`src/rtl/pipes_updater.sv`:
```
// Per-frame pipe list updater: optionally spawns a new pipe, then walks the list
// moving every pipe left by SPEED, removing pipes that leave the screen and flagging score.
module pipes_updater #(
    parameter int          X_WIDTH      = 10,
    parameter int          Y_WIDTH      = 9,
    parameter int          SCREEN_W     = 640,
    parameter int          SPEED        = 2,
    parameter int          BIRD_X       = 160,
    parameter int          SPAWN_PERIOD = 90,
    parameter int          Y_MAX        = 300,
    parameter int          CAPACITY     = 16,
    parameter logic [15:0] LFSR_SEED    = 16'hACE1
) (
    input  logic                       clk,
    input  logic                       rst,
    input  logic                       ce,
    input  logic                       frame_tick,
    input  logic [4:0]                 count,
    output logic                       insert_en,
    output logic [X_WIDTH+Y_WIDTH-1:0] insert_data,
    output logic                       iter_start,
    input  logic [X_WIDTH+Y_WIDTH-1:0] iter_out,
    input  logic                       iter_out_valid,
    output logic [X_WIDTH+Y_WIDTH-1:0] iter_in,
    output logic                       iter_remove,
    output logic                       busy,
    output logic                       done,
    output logic                       score_inc,
    output logic                       overrun
);
    // A pipe is packed as {y, x}; x occupies the low X_WIDTH bits.
    localparam int PIPE_W = X_WIDTH + Y_WIDTH;
    localparam int CNT_W  = (SPAWN_PERIOD > 2) ? $clog2(SPAWN_PERIOD) : 1;

    localparam logic [X_WIDTH-1:0] SPEED_X  = X_WIDTH'(SPEED);
    localparam logic [X_WIDTH-1:0] BIRD_XX  = X_WIDTH'(BIRD_X);
    localparam logic [X_WIDTH-1:0] SCREEN_X = X_WIDTH'(SCREEN_W);
    localparam logic [Y_WIDTH-1:0] Y_MAX_Y  = Y_WIDTH'(Y_MAX);
    localparam logic [CNT_W-1:0]   RELOAD   = CNT_W'(SPAWN_PERIOD - 1);
    localparam logic [4:0]         FULL     = 5'(CAPACITY);

    localparam logic [2:0] S_IDLE  = 3'd0;
    localparam logic [2:0] S_SPAWN = 3'd1;
    localparam logic [2:0] S_START = 3'd2;
    localparam logic [2:0] S_ITER  = 3'd3;
    localparam logic [2:0] S_FIN   = 3'd4;

    logic [2:0]         state;
    logic [CNT_W-1:0]   spawn_cnt;
    logic [15:0]        lfsr;
    logic [15:0]        lfsr_next;
    logic [Y_WIDTH-1:0] spawn_y;
    logic [X_WIDTH-1:0] cur_x;
    logic [X_WIDTH-1:0] dec_x;
    logic               drop;
    logic               iter_on;
    logic               hit;

    // Fibonacci LFSR, taps 16,14,13,11, shifting right.
    assign lfsr_next = {lfsr[0] ^ lfsr[2] ^ lfsr[3] ^ lfsr[5], lfsr[15:1]};
    assign spawn_y   = (lfsr[Y_WIDTH-1:0] > Y_MAX_Y) ? Y_MAX_Y : lfsr[Y_WIDTH-1:0];

    assign busy       = (state != S_IDLE);
    assign done       = (state == S_FIN);
    assign iter_start = (state == S_START);
    assign insert_en  = (state == S_SPAWN) && (count != FULL);

    always_comb begin
        insert_data = '0;
        if (insert_en) begin
            insert_data = {spawn_y, SCREEN_X};
        end
    end

    always_comb begin
        cur_x       = iter_out[X_WIDTH-1:0];
        dec_x       = cur_x - SPEED_X;
        drop        = (cur_x < SPEED_X);
        iter_on     = (state == S_ITER) && iter_out_valid;
        hit         = iter_on && !drop && (cur_x >= BIRD_XX) && (dec_x < BIRD_XX);
        iter_remove = 1'b0;
        iter_in     = '0;
        if (iter_on) begin
            if (drop) begin
                iter_remove = 1'b1;
                iter_in     = iter_out;
            end else begin
                iter_in = {iter_out[PIPE_W-1:X_WIDTH], dec_x};
            end
        end
    end

    always_ff @(posedge clk) begin
        if (!rst) begin
            state     <= S_IDLE;
            spawn_cnt <= '0;
            lfsr      <= LFSR_SEED;
            score_inc <= 1'b0;
            overrun   <= 1'b0;
        end else if (ce) begin
            score_inc <= hit;
            // A tick that arrives while a pass is running is dropped, not queued.
            overrun   <= frame_tick && (state != S_IDLE);
            case (state)
                S_IDLE: begin
                    if (frame_tick) begin
                        if (spawn_cnt == '0) begin
                            spawn_cnt <= RELOAD;
                            state     <= S_SPAWN;
                        end else begin
                            spawn_cnt <= spawn_cnt - 1'b1;
                            state     <= S_START;
                        end
                    end
                end
                S_SPAWN: begin
                    lfsr  <= lfsr_next;
                    state <= S_START;
                end
                S_START: state <= S_ITER;
                S_ITER: begin
                    if (!iter_out_valid) begin
                        state <= S_FIN;
                    end
                end
                S_FIN:   state <= S_IDLE;
                default: state <= S_IDLE;
            endcase
        end
    end

endmodule

```
`config.mk`:
```
export PLATFORM = sky130hd
export DESIGN_NAME = pipes_updater
export DESIGN_NICKNAME = d
export VERILOG_FILES = /design/src/rtl/pipes_updater.sv
export SDC_FILE = /design/constraint.sdc
export NUM_CORES = 1
export LEC_CHECK = 0
export ABC_CLOCK_PERIOD_IN_PS = 3400
export BUFFER_PORTS_ARGS = -buffer_cell sky130_fd_sc_hd__buf_2
export CAP_MARGIN = 10
export CORE_MARGIN = 5
export CORE_UTILIZATION = 50
export DETAILED_ROUTE_END_ITERATION = 10
export PLACE_DENSITY = 0.82
export SYNTH_ARGS = -nofsm -noshare
export SYNTH_HDL_FRONTEND = slang
export SYNTH_SLANG_ARGS = --single-unit
export TNS_END_PERCENT = 10
```
`constraint.sdc`:
```
create_clock -name clk -period 3.4 [get_ports clk]
set_input_delay 0.68 -clock clk [delete_from_list [all_inputs] [get_ports clk]]
set_output_delay 0.68 -clock clk [all_outputs]
set_load 0.02 [all_outputs]
```
Word level (Yosys, flattened, before mapping). Cells that the tools add are included. W data, S select, Z words.

Output and inout port bits: 45. Logic and storage cells: 45. Register bits after elaboration: 28.

Bitwise logic cells: 3. Add/subtract/negate cells: 2. Multiplexer cells: 11. Magnitude comparators: 4. Eq/ne operators: 7. Reduce and logical (&&, ||, !) cells: 13.

Operator list (count): $mux W19 (2); $pmux W3 S4 (1); $ge A10 B8 Y1 const B (1); $lt A10 B2 Y1 const B (1); $lt A10 B8 Y1 const B (1); $mux W10 (1); $sub A10 B2 Y10 const B (1); $gt A9 B9 Y1 const B (1); $mux W9 (1); $logic_not A7 Y1 (1); $mux W7 (1); $sub A7 B1 Y7 const B (1); $eq A3 B2 Y1 const B (2); $logic_and A1 B1 Y1 (6); $mux W3 (2); $reduce_and A3 Y1 (2); $ne A5 B5 Y1 const B (1); $ne A2 B2 Y1 const B (2); $eq A3 B1 Y1 const B (1); $eq A3 B3 Y1 const B (1); $logic_not A3 Y1 (1); $reduce_bool A3 Y1 (1); $xor A1 B1 Y1 (3); $mux W1 (2); other kinds (3) (3).

Longest topological paths before layout. Gate-level depths: netlist (run 1).

Word-level depth: 5. Depth in mapped cells: 7.

Worst setup path after synthesis (run 1). No wires, ideal clock.

Path type: input -> output. Start: input iter_out[1]. End: output iter_remove. Slack: 0.586 ns. Arrival: 2.134 ns. Cell stages on the path: 4. Data required time: 2.720 ns. Cells stage by stage: or4_1 -> buf_2 -> or4_4 -> nor2_1.

Longest elaborated chain between the ends: 3.

Ends and longest elaborated chain: start, declared (RTL line 22) `input logic [X_WIDTH+Y_WIDTH-1:0] iter_out,`; $lt A10 B2 Y1 (RTL line 78) `drop = (cur_x < SPEED_X);`; $mux W1 (RTL line 84) `if (drop) begin`; $mux W1 (RTL line 83) `if (iter_on) begin`; end, declared (RTL line 25) `output logic iter_remove,`.

No other way between the ends.

Final worst setup path (run 1).
Start: input iter_out[1]. End: output iter_in[7].

Longest elaborated chain between the ends: 3. Elaborated cells on any way between the ends: 4. Those cells by class: add/sub: 1; order compare: 1; mux: 2.

Ends and longest elaborated chain: $sub A10 B2 Y10 or $lt A10 B2 Y1 (tied branches) (RTL line 77, 78); $mux W10 * (RTL line 84); $mux W19 * (RTL line 83); end, declared (RTL line 24) `output logic [X_WIDTH+Y_WIDTH-1:0] iter_in,`.

Mark *: on every way between the ends. The rest lies on a longest branch, timed or not.

==> results.md, run 1 <==
* Max frequency at 330 MHz
* CTS Sinks at 28
* Hold Vio Cnt, Final at 0
* 1st-iter DRT viols at 123
* Grt met2 use at 27.5%
* DRT Pass-1 Iters at 4
* Top-area cell type share of the netlist area at 31.3%
* Synth area leaders: dfxtp_1, nand2_1, nor2_1, and2_1, a21oi_1
* Worst stage delay on the critical path at 0.64 ns
* HPWL Detailed at 3250 um
* Tot GR Track Use at 17.7%
* EDFF count, synth at 0
* First-pass GRT wire length at 7280 um
* Total of max-cap violations at 0
* Area leader, netlist: dfxtp_1
* Placeable Area at 3390 um2
* Power density over the cells at 443 nW/um2
* Critical path type: input port to primary output
* Crit path capture type: primary output
* Avg Synthesized Cell Area at 7.40 um2
* Setup crit start kind: input port
* Area grow syn2layout at 19.4%
* Most common cell in the synthesized netlist: nand2_1
* H-Tree Depth at 1
* CP max FO at 9
* Critical Path AT at 2.35 ns
* FP Rows at 21
* Post-route DRC at 0
* Largest net degree at the start of global routing at 19
* Crit share post-route at 89.2%
* Port Buffers at 65
* Sequential fraction of the synthesis area at 31.3%
* Layout net count at 329
* Cell chain of the critical path: buf_2, or4_1, or4_4, nand2_4, a21oi_1, buf_2
* Setup WS post-layout at 0.368 ns
* Die width at 69.8 um
* Post-synth top flop: dfxtp_1
* Crit-path most repeated cell: buf_2
* Initial antenna violation count at 0
* ANT cells at 0
* Fraction of layout cells with a size suffix above 1 at 26.4%
* # hold bufs at CTS at 0
* DIE AREA at 4880 um2
* Netlist Area Pre-Place at 1790 um2
* Via count at 1809
* Fin crit period at 3.03 ns
* Post-synth cell types at 49
* Max Root-Sink Buffers at 2
* Min-delay worst type: flip-flop to flip-flop
* Status: completed
* CP Data Required Time at 2.72 ns
* Slew margin rel. at 57.0%
* Commonest cells post-synth: nand2_1, dfxtp_1, nor2_1
* Height of the die at 69.8 um
* GRT met3 Usage at 4.93%
* Routed WL per cell at 12.7 um
* Vias in the first global route at 1613
* Leak pwr at 1.02 nW
* Ys async rst share at 0%
* Final wirelength at 4350 um
* Slowest cell on the critical path: or4_1
* CTS tree: done
* Most crowded layer after global routing: met2
* Pre-CTS WS at 0.367 ns
* Post-DR vias/cell at 5.29
* Post-CTS sizing at 0
* Final setup vio count at 0
* Worst vdd rail ir drop at 166 uV
* GR Overflow Total at 0
* Top Ports at 74
* Setup repair after global routing missed its margin: no
* Clk root buf: clkbuf_4
* Tightest Pin Transition at 0.643 ns
* Final Max Tran Viols at 0
* Setup TNS at 0 ns
* Reg clk slew, reported paths at 0.15 ns
* CTS Buf Count at 3
* Setup bufs post-CTS at 0
* Met1 GRT Util at 23.0%
* Gate Count Post-Synth at 242
* Seq cells post-synth at 28
* Placer congestion estimate at 0.828
* Clock skew at 0.00459 ns
* Post-route ant nets at 0
* Starting Density at 52.8%
* Worst-Skew Late Latency at 0.33 ns
* Ys Warns at 0
flip-flops by register name, summed over array words and instances, names as in the netlist:
register	count
lfsr	16
overrun	1
score_inc	1
spawn_cnt	7
state	3
cell usage in the layout (no fill, tap or decap), types with 2 or more instances in the layout:
cell type / instances
buf_2: 65
nand2_1: 36
dfxtp_1: 28
nor2_1: 22
a21oi_1: 16
and2_1: 13
inv_1: 11
nand3_1: 10
nor3_1: 8
and3_1: 8
conb_1: 8
xnor2_1: 7
o21ai_0: 5
nor3b_1: 4
o31ai_1: 4
o21a_1: 4
or3_1: 3
o211ai_1: 3
ha_1: 3
clkbuf_4: 3
or4_4: 2
o211a_1: 2
a211oi_1: 2
a311oi_1: 2
buf_4: 2
power breakdown:
group | total, mW | internal, mW | switching, mW
combinational | 0.320 | 0.124 | 0.196
clock | 0.220 | 0.119 | 0.101
sequential | 0.408 | 0.365 | 0.0436
metal layers:
metal  vias up  routed length, um
met5         -                  0
met4         0                 82
met3         7                378
met2        75               1980
met1       803               1910
li1        924                  -
path summary, 6_finish.rpt:
path	to	cells after the start	slack, ns	startpoint
max	iter_in[7]	6	0.37	iter_out[1]
min	lfsr[8]$_SDFFE_PN0P_	2	0.47	lfsr[9]$_SDFFE_PN0P_
max reg2reg	spawn_cnt[3]$_SDFFE_PN0P_	4	1.47	spawn_cnt[2]$_SDFFE_PN0P_
min reg2reg	lfsr[8]$_SDFFE_PN0P_	2	0.47	lfsr[9]$_SDFFE_PN0P_
worst max-delay path: cells and delay by family:
kind | cells | cell delay [ns]
AOI/OAI and AO/OA | 1 | 0.05
and+or+nand+nor | 3 | 1.32
buffers and inverters | 2 | 0.29
cell type report:
cell class	instances	area, um2
Clock buffer	3	22.5
Clock inverter	1	30.0
Fill cell	305	1250
Inverter	12	45.0
Multi-Input combinational cell	185	1080
Sequential cell	28	561
Tap cell	46	57.6
Timing Repair Buffer	67	340
cell families after synthesis:
| logic type | after synthesis | share of synthesized area (%) |
|---|---|---|
| compound gates | 49 | 18.6 |
| xor+xnor | 8 | 3.91 |
| fa+ha+maj | 3 | 2.10 |
| buf+inv | 36 | 9.71 |
| flops | 28 | 31.3 |
| mux | 1 | 0.559 |
| other cells | 1 | 0.209 |
| simple gates | 116 | 33.6 |
metrics by stage:
step | instance area [um2] | cells | power (mW) | hold WS [ns] | utilization, %
after CTS | 2140 | 342 | 0.953 | 0.469 | 63.1
after global placement | 2090 | 338 | 0.722 | 0.442 | 61.5
after detailed placement | 2090 | 338 | 0.731 | 0.449 | 61.5
after floorplan | 1820 | 249 | 0.653 | 0.432 | -
after global routing | 2140 | 342 | 1.01 | 0.500 | 63.1
final | 2140 | 342 | 0.948 | 0.466 | 63.1
Power figures use the tool's default switching activity.
==> run 2, diff against run 1 <==
ABC_AREA = 1   (was unset)
PLACE_DENSITY = 0.81   (was 0.82)
==> run 2 against run 1 <==
Clock power up 19%. Total power increased by 10%. Worst hold slack worse by 0.0048 ns. Area after synthesis is 1.7% higher. Clock skew increased by 0.0043 ns. Critical endpoint is now iter_in[9]. Critical path type unchanged. Sequential share of layout area decreased by 0.79 points.
==> results.md, run 2 <==
* Height of the die at 70.4 um
* Final core utilization at 61.1%
* Area leader, netlist: dfxtp_1
* Initial antenna violation count at 0
* Slowest cell on the critical path: ha_1
* Post-DR vias/cell at 4.66
* Vias in the first global route at 1593
* Largest net degree at the start of global routing at 20
* Critical path type: input port to primary output
* Final setup vio count at 0
* Min-delay worst type: flip-flop to flip-flop
* Seq cells post-synth at 28
* Post-CTS sizing at 0
* CP Data Required Time at 2.72 ns
* Netlist Area Pre-Place at 1820 um2
* Highest-count cells in the layout ignoring fill and taps: buf_2, inv_1, nand2_1
* Ys Warns at 0
* Placeable Area at 3610 um2
* Largest Register: lfsr
* EDFF count, synth at 0
* # hold bufs at CTS at 0
* HPWL Detailed at 3180 um
* GR Overflow Total at 0
* Total of max-cap violations at 0
* Setup WS post-layout at 0.854 ns
* Port Buffers at 65
* First-pass GRT wire length at 6630 um
* Worst-Skew Late Latency at 0.28 ns
* CP max FO at 5
* Clock skew at 0.00885 ns
* Post-route DRC at 0
* Setup bufs post-CTS at 0
* CTS Sinks at 28
* Worst stage delay on the critical path at 0.21 ns
* Top delay family on crit path: simple AND/OR/NAND/NOR gates
* Reg clk slew, reported paths at 0.09 ns
* Final wirelength at 3940 um
* Fin crit period at 2.55 ns
* Via count at 1805
* Status: completed
* Fraction of layout cells with a size suffix above 1 at 26.5%
* Die width at 70.4 um
* Layout net count at 372
* Worst hold slack at 0.461 ns
* Post-route ant nets at 0
* Starting Density at 50.5%
* Largest registers: lfsr: 16 flops, spawn_cnt: 7 flops, state: 3 flops
* Final Cell Area at 2200 um2
* Placer congestion estimate at 0.878
* CTS tree: done
* Setup repair after global routing missed its margin: no
* Hold Vio Cnt, Final at 0
* Ys async rst share at 0%
* Setup TNS at 0 ns
* Leak pwr at 1.21 nW
* Tot GR Track Use at 16.0%
* Cell chain of the critical path: buf_2, inv_1, ha_1, nand2_1, nor2_1, xor2_1, or2_1, inv_1, buf_2
* Setup crit start kind: input port
* Area after DPL at 2130 um2
* 1st-iter DRT viols at 56
* CTS Buf Count at 3
* CP Buf/Inv Count at 4
* ANT cells at 0
* Sequential fraction of the synthesis area at 30.8%
* Commonest cells post-synth: inv_1, nand2_1, nor2_1
* Critical Path AT at 1.87 ns
* Crit share post-route at 74.9%
* DRT Pass-1 Iters at 4
* Avg Synthesized Cell Area at 6.58 um2
* Crit path capture type: primary output
* Top-area cell type share of the netlist area at 30.8%
* Post-synth cell types at 34
* FP Rows at 22
* Max Root-Sink Buffers at 2
* Pre-CTS WS at 0.848 ns
* Routed WL per cell at 10.2 um
* Area grow syn2layout at 21.0%
* Post-synth top flop: dfxtp_1
* Clk root buf: clkbuf_8
* Worst vdd rail ir drop at 336 uV
* Top Ports at 74
* Power density over the cells at 475 nW/um2
* Max frequency at 393 MHz
* Gate Count Post-Synth at 277
* H-Tree Depth at 1
* Most common cell after layout, fill and taps aside: buf_2
* Most common cell in the synthesized netlist: inv_1
* Number of flip-flops under the largest register name at 16
* DIE AREA at 4950 um2
* Synth area leaders: dfxtp_1, inv_1, nand2_1, nor2_1, a21oi_1
* Final Max Tran Viols at 0
[run 2: cell types whose count changed after synthesis, moves of 10 or more]
cell,previous run,this run
inv_1,11,48
clkbuf_1,13,1
and2_1,13,0
nor2_1,22,37
nand2_1,36,46
o21ai_0,5,17
[run 2: layout make-up]
class / instances / area (um2)
fillers: 354 / 1400
multi-input cells: 188 / 981
flip-flops and latches: 28 / 561
repair buffers: 66 / 333
inverters: 53 / 199
well taps: 48 / 60.1
clock buffers: 3 / 41.3
clock inverters: 1 / 30.0
[run 2: kinds of logic (layout without fill, tap and decap cells)]
logic type | Yosys count | in the layout | share of synthesized area, %
flops | 28 | 28 | 30.8
fa+ha+maj | 3 | 3 | 2.06
compound gates | 46 | 46 | 13.5
xor+xnor | 7 | 7 | 3.37
simple gates | 124 | 124 | 33.2
other cells | 1 | 8 | 0.206
buf+inv | 68 | 123 | 16.8
[run 2: worst reg2reg max path, stage by stage, from the launching register on]
cell and delay (ns):
dfxtp_1 0.38, nor2_4 0.15, nand2_1 0.08, nor2_2 0.28, buf_4 0.26, inv_2 0.11
a21oi_1 0.12, o21ai_0 0.08
[run 2: worst paths after layout]
kind	start	cells after the start	slack [ns]	to
setup / recovery	iter_out[1]	9	0.85	iter_in[9]
hold / removal	lfsr[13]$_SDFFE_PN1P_	2	0.46	lfsr[13]$_SDFFE_PN1P_
setup reg to reg	state[1]$_SDFFE_PN0P_	7	1.83	lfsr[15]$_SDFFE_PN1P_
hold reg to reg	lfsr[13]$_SDFFE_PN1P_	2	0.46	lfsr[13]$_SDFFE_PN1P_
[run 2: metal layers]
metal  wire length, um  up-vias  GRT usage, %  part of all wire, %
met1              1710      769          19.5                   43
li1                  -      976             -                    -
met2              1800       55          26.3                   46
met3               378        5          4.89                  9.6
met5                 0        -             0                    0
met4                56        0          5.74                  1.4
[run 2: power by group]
| part | internal, mW | leakage [nW] | total [mW] | switching, mW |
|---|---|---|---|---|
| Combinational | 0.131 | 0.950 | 0.377 | 0.246 |
| Sequential | 0.374 | 0.228 | 0.409 | 0.0352 |
| Clock | 0.158 | 0.0357 | 0.261 | 0.103 |
[run 2: per-stage QoR]
step / instances / power, mW
finish: 387 / 1.05
CTS: 387 / 1.05
global route: 387 / 1.12
floorplan: 284 / 0.712
detailed placement: 383 / 0.793
global placement: 383 / 0.786
